===== src/rtl/riscv_loader_pkg.sv =====
// Shared definitions for the boot-time instruction memory loader.
package riscv_loader_pkg;

    localparam int LEN_W  = 16;
    localparam int BYTE_W = 8;
    localparam int WORD_W = 32;

    localparam logic [BYTE_W-1:0] MAGIC = 8'hA5;

    typedef enum logic [2:0] {
        ST_IDLE  = 3'd0,
        ST_LEN0  = 3'd1,
        ST_LEN1  = 3'd2,
        ST_DATA  = 3'd3,
        ST_WRITE = 3'd4,
        ST_CSUM  = 3'd5,
        ST_DONE  = 3'd6,
        ST_ERR   = 3'd7
    } loader_state_t;

endpackage


===== src/rtl/imem_loader_if.sv =====
// Byte-stream input and instruction-memory write port of the loader.
interface imem_loader_if #(
    parameter int ADDR_W = 32
);
    logic              in_valid;
    logic [7:0]        in_data;
    logic              in_ready;
    logic              imem_we;
    logic [ADDR_W-1:0] imem_addr;
    logic [31:0]       imem_wdata;

    // Loader side: consumes the stream, drives the memory write port.
    modport master (
        input  in_valid,
        input  in_data,
        output in_ready,
        output imem_we,
        output imem_addr,
        output imem_wdata
    );

    // Environment side: produces the stream, observes the memory writes.
    modport slave (
        output in_valid,
        output in_data,
        input  in_ready,
        input  imem_we,
        input  imem_addr,
        input  imem_wdata
    );
endinterface


===== src/rtl/imem_loader_byte_word_packer.sv =====
// Assembles little-endian 32-bit words from a byte stream and keeps a
// running XOR of every byte shifted in.
module byte_word_packer
    import riscv_loader_pkg::*;
(
    input  logic              clk,
    input  logic              reset,
    input  logic              clear,
    input  logic              shift_en,
    input  logic [BYTE_W-1:0] byte_in,
    output logic [WORD_W-1:0] word,
    output logic [1:0]        lane,
    output logic [BYTE_W-1:0] csum
);

    logic [WORD_W-1:0] word_q, word_d;
    logic [1:0]        lane_q, lane_d;
    logic [BYTE_W-1:0] csum_q, csum_d;

    // Next-state: clear wins, otherwise drop the byte into its lane.
    always_comb begin
        word_d = word_q;
        lane_d = lane_q;
        csum_d = csum_q;
        if (clear) begin
            word_d = 32'h0000_0000;
            lane_d = 2'd0;
            csum_d = 8'h00;
        end else if (shift_en) begin
            case (lane_q)
                2'd0:    word_d[7:0]   = byte_in;
                2'd1:    word_d[15:8]  = byte_in;
                2'd2:    word_d[23:16] = byte_in;
                default: word_d[31:24] = byte_in;
            endcase
            lane_d = lane_q + 2'd1;
            csum_d = csum_q ^ byte_in;
        end else begin
            word_d = word_q;
        end
    end

    // State registers with asynchronous active-low reset.
    always_ff @(posedge clk or negedge reset) begin
        if (!reset) begin
            word_q <= 32'h0000_0000;
            lane_q <= 2'd0;
            csum_q <= 8'h00;
        end else begin
            word_q <= word_d;
            lane_q <= lane_d;
            csum_q <= csum_d;
        end
    end

    assign word = word_q;
    assign lane = lane_q;
    assign csum = csum_q;

endmodule


===== src/rtl/imem_loader.sv =====
// Boot loader: receives a framed program over a byte stream, writes it into
// instruction memory and releases the core only after the checksum matches.
module imem_loader #(
    parameter int         IMEM_DEPTH = 256,
    parameter int         ADDR_W     = 32,
    parameter logic [7:0] MAGIC      = riscv_loader_pkg::MAGIC
) (
    input  logic          clk,
    input  logic          reset,
    imem_loader_if.master bus,
    output logic          core_reset,
    output logic          done,
    output logic          err
);
    import riscv_loader_pkg::*;

    localparam logic [LEN_W-1:0] DEPTH_L = LEN_W'(IMEM_DEPTH);

    loader_state_t     state_q, state_d;
    logic [7:0]        len_lo_q, len_lo_d;
    logic [LEN_W-1:0]  len_q, len_d;
    logic [LEN_W-1:0]  word_idx_q, word_idx_d;
    logic              in_ready_q, in_ready_d;
    logic              imem_we_q, imem_we_d;
    logic [ADDR_W-1:0] imem_addr_q, imem_addr_d;
    logic [WORD_W-1:0] imem_wdata_q, imem_wdata_d;
    logic              core_reset_q, core_reset_d;
    logic              done_q, done_d;
    logic              err_q, err_d;

    logic              accept_s;
    logic              pk_clear_s;
    logic              pk_shift_s;
    logic [WORD_W-1:0] pk_word_s;
    logic [1:0]        pk_lane_s;
    logic [BYTE_W-1:0] pk_csum_s;
    logic [LEN_W-1:0]  len_full_s;
    logic [LEN_W-1:0]  word_idx_inc_s;

    assign accept_s       = bus.in_valid && in_ready_q;
    assign len_full_s     = {bus.in_data, len_lo_q};
    assign word_idx_inc_s = word_idx_q + 16'd1;

    byte_word_packer u_packer (
        .clk      (clk),
        .reset    (reset),
        .clear    (pk_clear_s),
        .shift_en (pk_shift_s),
        .byte_in  (bus.in_data),
        .word     (pk_word_s),
        .lane     (pk_lane_s),
        .csum     (pk_csum_s)
    );

    // Frame-parsing FSM: next state and next registered outputs.
    always_comb begin
        state_d      = state_q;
        len_lo_d     = len_lo_q;
        len_d        = len_q;
        word_idx_d   = word_idx_q;
        imem_we_d    = 1'b0;
        imem_addr_d  = imem_addr_q;
        imem_wdata_d = imem_wdata_q;
        core_reset_d = core_reset_q;
        done_d       = done_q;
        err_d        = err_q;
        pk_clear_s   = 1'b0;
        pk_shift_s   = 1'b0;
        case (state_q)
            ST_IDLE: begin
                if (accept_s && (bus.in_data == MAGIC)) begin
                    state_d = ST_LEN0;
                end else begin
                    state_d = ST_IDLE;
                end
            end
            ST_LEN0: begin
                if (accept_s) begin
                    len_lo_d = bus.in_data;
                    state_d  = ST_LEN1;
                end else begin
                    state_d = ST_LEN0;
                end
            end
            ST_LEN1: begin
                if (accept_s) begin
                    len_d      = len_full_s;
                    word_idx_d = 16'd0;
                    pk_clear_s = 1'b1;
                    if (len_full_s > DEPTH_L) begin
                        state_d = ST_ERR;
                        err_d   = 1'b1;
                        done_d  = 1'b0;
                    end else if (len_full_s == 16'd0) begin
                        state_d = ST_CSUM;
                    end else begin
                        state_d = ST_DATA;
                    end
                end else begin
                    state_d = ST_LEN1;
                end
            end
            ST_DATA: begin
                if (accept_s) begin
                    pk_shift_s = 1'b1;
                    if (pk_lane_s == 2'd3) begin
                        // Last byte is still on the bus; splice it in here.
                        state_d      = ST_WRITE;
                        imem_we_d    = 1'b1;
                        imem_addr_d  = ADDR_W'({word_idx_q, 2'b00});
                        imem_wdata_d = {bus.in_data, pk_word_s[23:0]};
                    end else begin
                        state_d = ST_DATA;
                    end
                end else begin
                    state_d = ST_DATA;
                end
            end
            ST_WRITE: begin
                word_idx_d = word_idx_inc_s;
                if (word_idx_inc_s == len_q) begin
                    state_d = ST_CSUM;
                end else begin
                    state_d = ST_DATA;
                end
            end
            ST_CSUM: begin
                if (accept_s) begin
                    if (bus.in_data == pk_csum_s) begin
                        state_d      = ST_DONE;
                        core_reset_d = 1'b0;
                        done_d       = 1'b1;
                        err_d        = 1'b0;
                    end else begin
                        state_d      = ST_ERR;
                        core_reset_d = 1'b1;
                        done_d       = 1'b0;
                        err_d        = 1'b1;
                    end
                end else begin
                    state_d = ST_CSUM;
                end
            end
            ST_DONE: begin
                if (accept_s && (bus.in_data == MAGIC)) begin
                    state_d      = ST_LEN0;
                    core_reset_d = 1'b1;
                    done_d       = 1'b0;
                end else begin
                    state_d = ST_DONE;
                end
            end
            ST_ERR: begin
                core_reset_d = 1'b1;
                if (accept_s && (bus.in_data == MAGIC)) begin
                    state_d = ST_LEN0;
                    err_d   = 1'b0;
                end else begin
                    state_d = ST_ERR;
                end
            end
            default: begin
                state_d      = ST_IDLE;
                core_reset_d = 1'b1;
                done_d       = 1'b0;
                err_d        = 1'b0;
            end
        endcase
        // The stream stalls only for the single memory-write cycle.
        in_ready_d = (state_d != ST_WRITE);
    end

    // FSM state and registered outputs, asynchronous active-low reset.
    always_ff @(posedge clk or negedge reset) begin
        if (!reset) begin
            state_q      <= ST_IDLE;
            len_lo_q     <= 8'h00;
            len_q        <= 16'd0;
            word_idx_q   <= 16'd0;
            in_ready_q   <= 1'b0;
            imem_we_q    <= 1'b0;
            imem_addr_q  <= '0;
            imem_wdata_q <= 32'h0000_0000;
            core_reset_q <= 1'b1;
            done_q       <= 1'b0;
            err_q        <= 1'b0;
        end else begin
            state_q      <= state_d;
            len_lo_q     <= len_lo_d;
            len_q        <= len_d;
            word_idx_q   <= word_idx_d;
            in_ready_q   <= in_ready_d;
            imem_we_q    <= imem_we_d;
            imem_addr_q  <= imem_addr_d;
            imem_wdata_q <= imem_wdata_d;
            core_reset_q <= core_reset_d;
            done_q       <= done_d;
            err_q        <= err_d;
        end
    end

    assign bus.in_ready   = in_ready_q;
    assign bus.imem_we    = imem_we_q;
    assign bus.imem_addr  = imem_addr_q;
    assign bus.imem_wdata = imem_wdata_q;
    assign core_reset     = core_reset_q;
    assign done           = done_q;
    assign err            = err_q;

endmodule


===== src/flat_wrapper.sv =====
// flat-port wrapper written by rule: the top's interface ports become plain ports
module imem_loader_flat import riscv_loader_pkg::*;
#(
    parameter int         IMEM_DEPTH = 256,
    parameter int         ADDR_W     = 32,
    parameter logic [7:0] MAGIC      = riscv_loader_pkg::MAGIC
)
  (clk, reset, core_reset, done, err, bus_in_valid, bus_in_data, bus_in_ready, bus_imem_we, bus_imem_addr, bus_imem_wdata);
  imem_loader_if #(.ADDR_W(ADDR_W)) bus_i ();
  input  logic clk;
  input  logic reset;
  output logic core_reset;
  output logic done;
  output logic err;
  input wire logic [$bits(bus_i.in_valid)-1:0] bus_in_valid;
  input wire logic [$bits(bus_i.in_data)-1:0] bus_in_data;
  output wire logic [$bits(bus_i.in_ready)-1:0] bus_in_ready;
  output wire logic [$bits(bus_i.imem_we)-1:0] bus_imem_we;
  output wire logic [$bits(bus_i.imem_addr)-1:0] bus_imem_addr;
  output wire logic [$bits(bus_i.imem_wdata)-1:0] bus_imem_wdata;
  assign bus_i.in_valid = bus_in_valid;
  assign bus_i.in_data = bus_in_data;
  assign bus_in_ready = bus_i.in_ready;
  assign bus_imem_we = bus_i.imem_we;
  assign bus_imem_addr = bus_i.imem_addr;
  assign bus_imem_wdata = bus_i.imem_wdata;
  imem_loader #(.IMEM_DEPTH(IMEM_DEPTH), .ADDR_W(ADDR_W), .MAGIC(MAGIC)) u_core (.clk(clk), .reset(reset), .bus(bus_i), .core_reset(core_reset), .done(done), .err(err));
endmodule

===== config.mk =====
export PLATFORM = sky130hd
export DESIGN_NAME = imem_loader_flat
export DESIGN_NICKNAME = d
export VERILOG_FILES = /design/src/rtl/riscv_loader_pkg.sv /design/src/rtl/imem_loader_if.sv /design/src/rtl/imem_loader_byte_word_packer.sv /design/src/rtl/imem_loader.sv /design/src/flat_wrapper.sv
export SDC_FILE = /design/constraint.sdc
export NUM_CORES = 1
export LEC_CHECK = 0
export CAP_MARGIN = 5
export CORE_MARGIN = 2
export CORE_UTILIZATION = 50
export DETAILED_ROUTE_END_ITERATION = 8
export PLACE_DENSITY = 0.73
export SLEW_MARGIN = 15
export SYNTH_ARGS = -nofsm -noshare
export SYNTH_HDL_FRONTEND = slang
export SYNTH_SLANG_ARGS = --single-unit
export TNS_END_PERCENT = 10

===== constraint.sdc =====
create_clock -name clk -period 3.2 [get_ports clk]
set_input_delay 0.8 -clock clk [delete_from_list [all_inputs] [get_ports clk]]
set_output_delay 0.8 -clock clk [all_outputs]
set_load 0.01 [all_outputs]

======== Word-level counts from Yosys, hierarchy flattened ========
Index checks and enable logic that the tools add are counted.
operators by class
  bitwise gates (word level) .............. 1
  order comparisons ....................... 1
  reductions and logical operators ........ 23
  add/sub/neg operators ................... 2
  eq/ne operators ......................... 19
  mux-type cells .......................... 43
operators with widths
  kind                                                                               count
  24-bit two-way mux                                                                 2
  8-bit two-way mux                                                                  5
  16-bit case mux with 2 select lines                                                1
  3-bit two-way mux                                                                  8
  3-bit case mux with 8 select lines                                                 1
  1-bit two-way mux                                                                  18
  16-bit by 1-bit adder with 16-bit output (second input constant)                   1
  16-bit == test                                                                     1
  16-bit by 9-bit greater-than comparator with 1-bit output (second input constant)  1
  16-bit zero test                                                                   1
  16-bit two-way mux                                                                 1
  3-bit == test (second input constant)                                              4
  2-bit AND reduction                                                                6
  2-bit by 1-bit != test with 1-bit output (second input constant)                   5
  5-bit AND reduction                                                                2
  2-bit nonzero test                                                                 5
  1-bit case mux with 3 select lines                                                 3
  3-bit nonzero test                                                                 3
  8-bit == test                                                                      1
  8-bit == test (second input constant)                                              1
  2-bit two-way mux                                                                  4
  8-bit bitwise XOR                                                                  1
  3-bit by 2-bit == test with 1-bit output (second input constant)                   2
  3-bit AND reduction                                                                2
  other kinds (8)                                                                    10
word-level totals
  output and inout port bits .............. 69
  register bits after elaboration ......... 130
  word-level logic and storage cells ...... 105

======== Logic depth before layout (Yosys ltp) ========
Gate-level depths: netlist (run 1).
  depth after elaboration ................. 6
  mapped depth ............................ 8

======== Cells and area by module ========
A second synthesis (run 1) with hierarchy kept.
unflattened totals
  cells, all modules ...................... 621
  area total of the unflattened synthesis .. 6926.6 µm²
modules (own cells, without submodules)
  module            cells each  area each (µm²)  times used  seq. area each (µm²)
  imem_loader       457         4889.7           1           2403.6
  byte_word_packer  164         2037.0           1           1051.0

======== Worst setup path after synthesis (run 1) ========
OpenSTA, ideal clock, no wires.
  path kind ............................... input to register
  from .................................... input bus_in_data[6]
  to ...................................... register u_core.state_q[1]
  slack ................................... 470 ps
  cell stages on the path ................. 6
  path buffers ............................ 0
  required time ........................... 3074 ps
  arrival ................................. 2604 ps
  path through ............................ or4_1 > or4_4 > o31a_1 > a221o_1 > nor4_2 > a21oi_1
on the way
  cells in the longest elaborated chain, start to end .. 5
RTL lines
  what                                                                                                               line                RTL
  start: declaration                                                                                                 flat_wrapper.sv:16  input wire logic [$bits(bus_i.in_data)-1:0] bus_in_data;
  parallel branches: the longest is 4 deep, another holds 16-bit by 9-bit greater-than comparator with 1-bit output  -
  3-bit case mux with 8 select lines (*)                                                                             imem_loader.sv:69   case (state_q)
  named net u_core.state_d[1]                                                                                        imem_loader.sv:19   loader_state_t state_q, state_d;
  end signal: assignment                                                                                             imem_loader.sv:188  state_q <= state_d;
  end: declaration                                                                                                   imem_loader.sv:19
Mark *: on every way through the listed nets, which the timed path passes.
A chain may end at the register's enable or synchronous reset.

======== Worst setup path in the final report (run 1) ========
  from .................................... input bus_in_data[3]
  to ...................................... register u_core.state_q[1]
The elaborated chain is that of the path after synthesis.

==> results of run 1 <==
==> kinds of logic (layout without fill, tap and decap cells) <==
kind of cell             count (synthesis)  after routing  share of synthesized area
buffers and inverters                   61            121                     0.0468
AO/OA/AOI/OAI                          111            111                      0.110
adder cells (fa/ha/maj)                  5              5                     0.0101
other                                    1             16                   0.000607
flip-flops                             130            130                      0.527
multiplexers                            72             72                      0.131
XOR/XNOR                                23             23                     0.0326
AND/OR/NAND/NOR                        172            172                      0.142
==> where the power goes <==
| part | internal [mW] | switching [mW] | total (mW) |
|---|---|---|---|
| Combinational | 0.448 | 0.543 | 0.992 |
| Sequential | 1.89 | 0.242 | 2.14 |
| Clock | 1.22 | 0.699 | 1.92 |
==> worst max-delay path by stage <==
stage	startpoint	to	slack, ns	depth (start not counted)
after floorplan	bus_in_data[6]	u_core.state_q[1]	0.47	6
after global placement	bus_in_data[3]	u_core.state_q[1]	-0.08	7
after CTS	bus_in_data[3]	u_core.state_q[1]	0.34	7
after detailed placement	bus_in_data[3]	u_core.state_q[1]	-0.09	7
final	bus_in_data[3]	u_core.state_q[1]	0.31	7
after global routing	bus_in_data[3]	u_core.done	0.24	7
==> layer usage <==
metal	share of wire	global-route usage	up-vias
met5	0	0	-
met1	0.44	0.311	2328
met2	0.49	0.360	136
met4	0.017	0.0739	0
li1	-	-	2135
met3	0.054	0.0638	28
==> placed cells by master (no fill, tap or decap), types with 3 or more instances in the layout <==
cell type	synthesis	layout
and2_1	3	3
conb_1	1	16
dfrtp_1	129	129
nand2_1	48	48
clkinv_2	0	3
a22o_1	9	9
nor3_1	8	7
clkbuf_8	0	4
o21ai_0	38	38
nor4_1	6	6
o22ai_1	3	3
inv_1	8	8
and3_1	6	6
ha_1	5	5
mux2_2	72	72
o31ai_1	8	8
o41ai_1	3	3
clkdlybuf4s50_1	0	62
nand2b_1	19	19
clkbuf_16	0	17
xor2_1	8	8
nand4_1	12	12
clkinvlp_4	0	4
nor2_1	22	22
buf_4	16	19
a21oi_1	35	35
nand3_1	34	34
xnor2_1	15	15
==> state kept, by name, summed over array words and instances (netlist names) <==
name,flops
u_core.bus.imem_addr,16
u_core.bus.imem_wdata,32
u_core.bus.imem_we,1
u_core.bus.in_ready,1
u_core.core_reset,1
u_core.done,1
u_core.err,1
u_core.len_lo_q,8
u_core.len_q,16
u_core.state_q,3
u_core.u_packer.csum,8
u_core.u_packer.lane,2
u_core.u_packer.word,24
u_core.word_idx_q,16
==> per-stage QoR <==
step / setup slack (ns) / hold WS (ns) / setup TNS (ns) / cell area (sq um) / util
after detailed placement: -0.0901 / 0.454 / -0.0901 / 6950 / 0.578
after CTS: 0.335 / 0.433 / 0 / 7540 / 0.627
final: 0.305 / 0.418 / 0 / 7540 / 0.627
after global placement: -0.0760 / 0.459 / -0.0760 / 6950 / 0.578
after floorplan: 0.470 / 0.467 / 0 / 6230 / -
after global routing: 0.242 / 0.462 / 0 / 7540 / 0.627
==> cell type report <==
cell class                 instances  area share
clock buffer                      22      0.0643
clock inverter                     9      0.0139
timing repair buffer              82       0.104
sequential                       130       0.432
multi-input combinational        399       0.358
tap                              147      0.0244
inverter                           8     0.00398
==> impl_metrics.yaml, run 1 <==
detailed_routing:
  first_pass_iters: 5
  drcViolationCount: 0
  viasPerCell: 5.81
  wire_per_inst_microns: 17.7
  num_vias: 4627
  drt-total-wl_mm: 14.1
  drtAntennaViolNets: 0
  drt_iter0_markers: 427
floorplan:
  ios: 80
  dieArea_sq_um: 13300
  rows: 40
  start_util: 0.514
  coreArea_sq_um: 12000
  die_w_microns: 115
  die_y_microns: 115
worst_setup_path:
  reg2reg_setup_slack_ns: 0.63
  max_stage_delay_ns: 0.54
  critPathTopFamily: "simple AND/OR/NAND/NOR gates"
  path_cells: "clkdlybuf4s50_1 -> or4_1 -> or4_4 -> o31a_1 -> a221o_1 -> nor4_2 -> a21oi_1"
  worstReg2RegStart: "u_core.state_q[0]"
  reg2regPathDepth: 5
  cp.arrival_ns: 3.19
  crit_fanout: 3
  startpoint_type: "primary input"
  r2r_end: "u_core.word_idx_q[15]"
  cp_slowest_cell: "or4_1"
  critPathBufInv: 1
  cp-end-kind: "flop"
  worstPathRequired_ns: 3.49
  crit_type: "primary input to flop"
place:
  io_buffers: 63
  place_congestion: 0.883
  place_inst: 766
  place_hpwl_mm: 9.52
sta:
  post-route-period-util: 0.905
  rsz0062_at_grt: "false"
  drv_slew: 0
  fin_crit_ns: 2.89
  skew_ns: 0.00753
  fmax_mhz: 345
  slew_headroom: 0.437
  hold_viol: 0
  setup_viol: 0
  worst_pin_slew_ns: 0.842
synthesis:
  synth_top_area_frac: 0.523
  ys_types: 51
  ys_async_sr_fraction: 1.00
  yosysTopAreaCell: "dfrtp_1"
  syn_inst: 575
  yosys_warnings: 0
  ys_top_cells_by_area: "dfrtp_1 (52%), mux2_2 (13%), o21ai_0 (3.1%)"
  synth.avg_cell_area_sq_um: 10.7
  yosysMostFrequentCell: "dfrtp_1"
  ys_seq_area_frac: 0.527
  synth_commonest_cells: "dfrtp_1 (129), mux2_2 (72), nand2_1 (48)"
  synth_area_sq_um: 6180
  synth_edf_count: 0
  synthFlopType: "dfrtp_1"
  ys_seq_elements: 130
min_path:
  min_path_type: "primary input to asynchronous set/reset pin"
global_routing:
  grt.total_usage: 0.229
  grt_max_degree: 52
  grt_pass1_vias: 4629
  grt_pass1_wl_mm: 23.2
  antenna_found_initial: 0
  grt_overflow_total: 0
cells_and_area:
  nets: 654
  seq_area_sq_um: 3250
  syn_to_final_growth_pct: 22.0
  insertedDiodeCount: 0
  multiInputGateArea_sq_um: 2700
  finalNonFillerCells: 797
  drive_gt1_frac: 0.200
  fillCellCount: 959
clock_network:
  holdBufCountCts: 0
  clk_pin_slew_ns: 0.06
  cts.path.max_buffers: 2
  cts-resized-gates: 0
  clkLatencyLatePin_ns: 0.42
  cts_tree: "yes"
  numClockSinks: 130
  cts_buffers: 17
  cts_root_buf: "clkbuf_16"
  htree_levels: 4
  postCtsSetupBuffers: 0
power_and_ir_drop:
  ir_worst_vdd_mv: 0.422
  power_density_nw_per_um2: 670
  finalPower_mw: 5.05
  p_leak_nw: 3.41
outcome:
  status: "completed"
flow_run:
  maxCapViolCount: 0
Power figures use the tool's default switching activity.
==> inputs of run 2 (changes only) <==
--- a/config.mk
+++ b/config.mk
@@ -6,9 +6,11 @@
 export NUM_CORES = 1
 export LEC_CHECK = 0
 export CAP_MARGIN = 5
+export CORE_ASPECT_RATIO = 0.8
 export CORE_MARGIN = 2
 export CORE_UTILIZATION = 50
 export DETAILED_ROUTE_END_ITERATION = 8
+export GPL_TIMING_DRIVEN = 0
 export PLACE_DENSITY = 0.73
 export SLEW_MARGIN = 15
 export SYNTH_ARGS = -nofsm -noshare
==> run 2 against run 1 <==
Via count grew 6.0%. Final cell count grew 4.8%. Clock power grew 7%. Core utilization grew 0.84 points. Hold slack lost 0.071 ns. Power grew 3.5%. Global-route usage grew 1.4 points. Critical path depth grew 1. Clock skew grew 0.0056 ns. Design area grew 2.2%. Sequential cell count is the same. Sequential power shrank 3%. Largest power group unchanged.
==> impl_metrics.yaml, run 2 (synthesized netlist as in run 1, its figures left out) <==
outcome:
  status: "completed"
clock_network:
  cts_buffers: 17
  cts.path.max_buffers: 2
  clkLatencyLatePin_ns: 0.43
  cts_root_buf: "clkbuf_16"
  cts-resized-gates: 1
  holdBufCountCts: 0
  postCtsSetupBuffers: 0
  htree_levels: 4
  cts_tree: "yes"
  numClockSinks: 130
  clk_pin_slew_ns: 0.05
sta:
  skew_ns: 0.0132
  slew_headroom: 0.380
  rsz0062_at_grt: "false"
  drv_slew: 0
  post-route-period-util: 0.959
  worst_pin_slew_ns: 0.922
  worst_hold_slack_ns: 0.347
  hold_viol: 0
  fmax_mhz: 326
  tns_ns: 0
  fin_crit_ns: 3.07
  setup_viol: 0
floorplan:
  dieArea_sq_um: 13300
  die_y_microns: 103
  ios: 80
  start_util: 0.510
  coreArea_sq_um: 12100
  die_w_microns: 128
  rows: 36
global_routing:
  grt_pass1_wl_mm: 24.7
  grt_overflow_total: 0
  antenna_found_initial: 0
  busiest_layer: "met2"
  grt_pass1_vias: 4857
  use_met3: 0.0432
  grt.total_usage: 0.243
  grt_max_degree: 73
  use_met2: 0.382
  use_met1: 0.334
cells_and_area:
  syn_to_final_growth_pct: 24.7
  drive_gt1_frac: 0.187
  largest_reg_flops: 32
  fin_util: 0.636
  fillCellCount: 934
  mostFrequentLayoutCell: "dfrtp_1"
  insertedDiodeCount: 0
  nets: 686
  mostFrequentLayoutCells: "dfrtp_1 (129), mux2_2 (72), clkdlybuf4s50_1 (55), nand2_1 (48), o21ai_0 (38)"
place:
  io_buffers: 60
  place_congestion: 0.933
  place_hpwl_mm: 10.0
worst_setup_path:
  worstPathRequired_ns: 3.50
  crit_start: "bus_in_data[0]"
  reg2regPathDepth: 5
  crit_type: "primary input to flop"
  path_cells: "clkdlybuf4s50_1 -> clkbuf_1 -> nand4_1 -> or2_1 -> a21o_1 -> a221o_1 -> nor4_2 -> a21oi_1"
  r2r_end: "u_core.u_packer.word[10]"
  cp-end-kind: "flop"
  crit_fanout: 10
  cp.arrival_ns: 3.37
  cp_slowest_cell: "clkbuf_1"
  max_stage_delay_ns: 0.58
  reg2reg_setup_slack_ns: 0.69
  worstReg2RegStart: "u_core.state_q[0]"
  startpoint_type: "primary input"
power_and_ir_drop:
  p_clk_frac: 0.394
  p_int_mw: 3.70
  p_comb_frac: 0.210
  ir_worst_vdd_mv: 0.497
  seq_power_share: 0.396
  p_sw_mw: 1.52
  power_density_nw_per_um2: 678
  swShare: 0.291
  p_leak_nw: 3.50
detailed_routing:
  wire_per_inst_microns: 17.9
  drcViolationCount: 0
  first_pass_iters: 5
  drtAntennaViolNets: 0
  drt-total-wl_mm: 15.0
  drt_iter0_markers: 536
  num_vias: 4903
  viasPerCell: 5.87
flow_run:
  maxCapViolCount: 0
min_path:
  min_path_type: "primary input to asynchronous set/reset pin"
run 2: cell count changes in the layout (fill, tap and decap cells not counted), sizes merged:
cell	delta
buf	+6
bufinv	+1
clkbuf	+32
clkdlybuf4s50	-7
clkinv	-3
dlymetal6s2s	+4
run 2: stage by stage:
| stage | power (mW) | setup WS, ns | cell area, sq um | cells |
|---|---|---|---|---|
| 2_1_floorplan | 2.79 | 0.470 | 6230 | 590 |
| 3_3_place_gp | 3.08 | -3.55 | 7020 | 802 |
| 3_5_place_dp | 3.15 | -0.464 | 7050 | 803 |
| 4_1_cts | 5.22 | 0.0124 | 7690 | 835 |
| 5_1_grt | 5.46 | 0.0478 | 7700 | 835 |
| 6_report | 5.22 | 0.132 | 7700 | 835 |
run 2: per-layer routing:
layer / part of all wire / vias up
li1: - / 2208
met1: 0.44 / 2422
met2: 0.46 / 235
met3: 0.068 / 38
met4: 0.024 / 0
met5: 0 / -
run 2: power by group through the flow:
stage	sequential, mW	combinational (mW)	clock (mW)
3_5_place_dp	2.09	1.06	0
3_3_place_gp	2.08	1.01	0
2_1_floorplan	2.05	0.740	0
6_report	2.07	1.10	2.06
5_1_grt	2.10	1.21	2.15
4_1_cts	2.07	1.08	2.07
run 2: worst max-delay path by stage:
stage,to,slack [ns]
floorplan,u_core.state_q[1],0.47
global placement,u_core.bus.imem_addr[11],-3.55
detailed placement,u_core.u_packer.word[10],-0.46
CTS,u_core.state_q[1],0.01
global route,u_core.state_q[1],0.05
finish,u_core.state_q[1],0.13
run 2: critical path, delay by kind of cell:
kind	cells	cell delay (ns)
simple gates	3	0.81
buf+inv	2	1.09
compound gates	3	0.66
run 2: cell type report:
cell class	instances	area (sq um)	share of cell area
buffer	53	259	0.0336
timing repair buffer	61	639	0.0830
clock inverter	7	120	0.0156
sequential	130	3250	0.422
tap	152	190	0.0247
clock buffer	25	515	0.0669
inverter	8	30.0	0.00390
multi-input combinational	399	2700	0.350
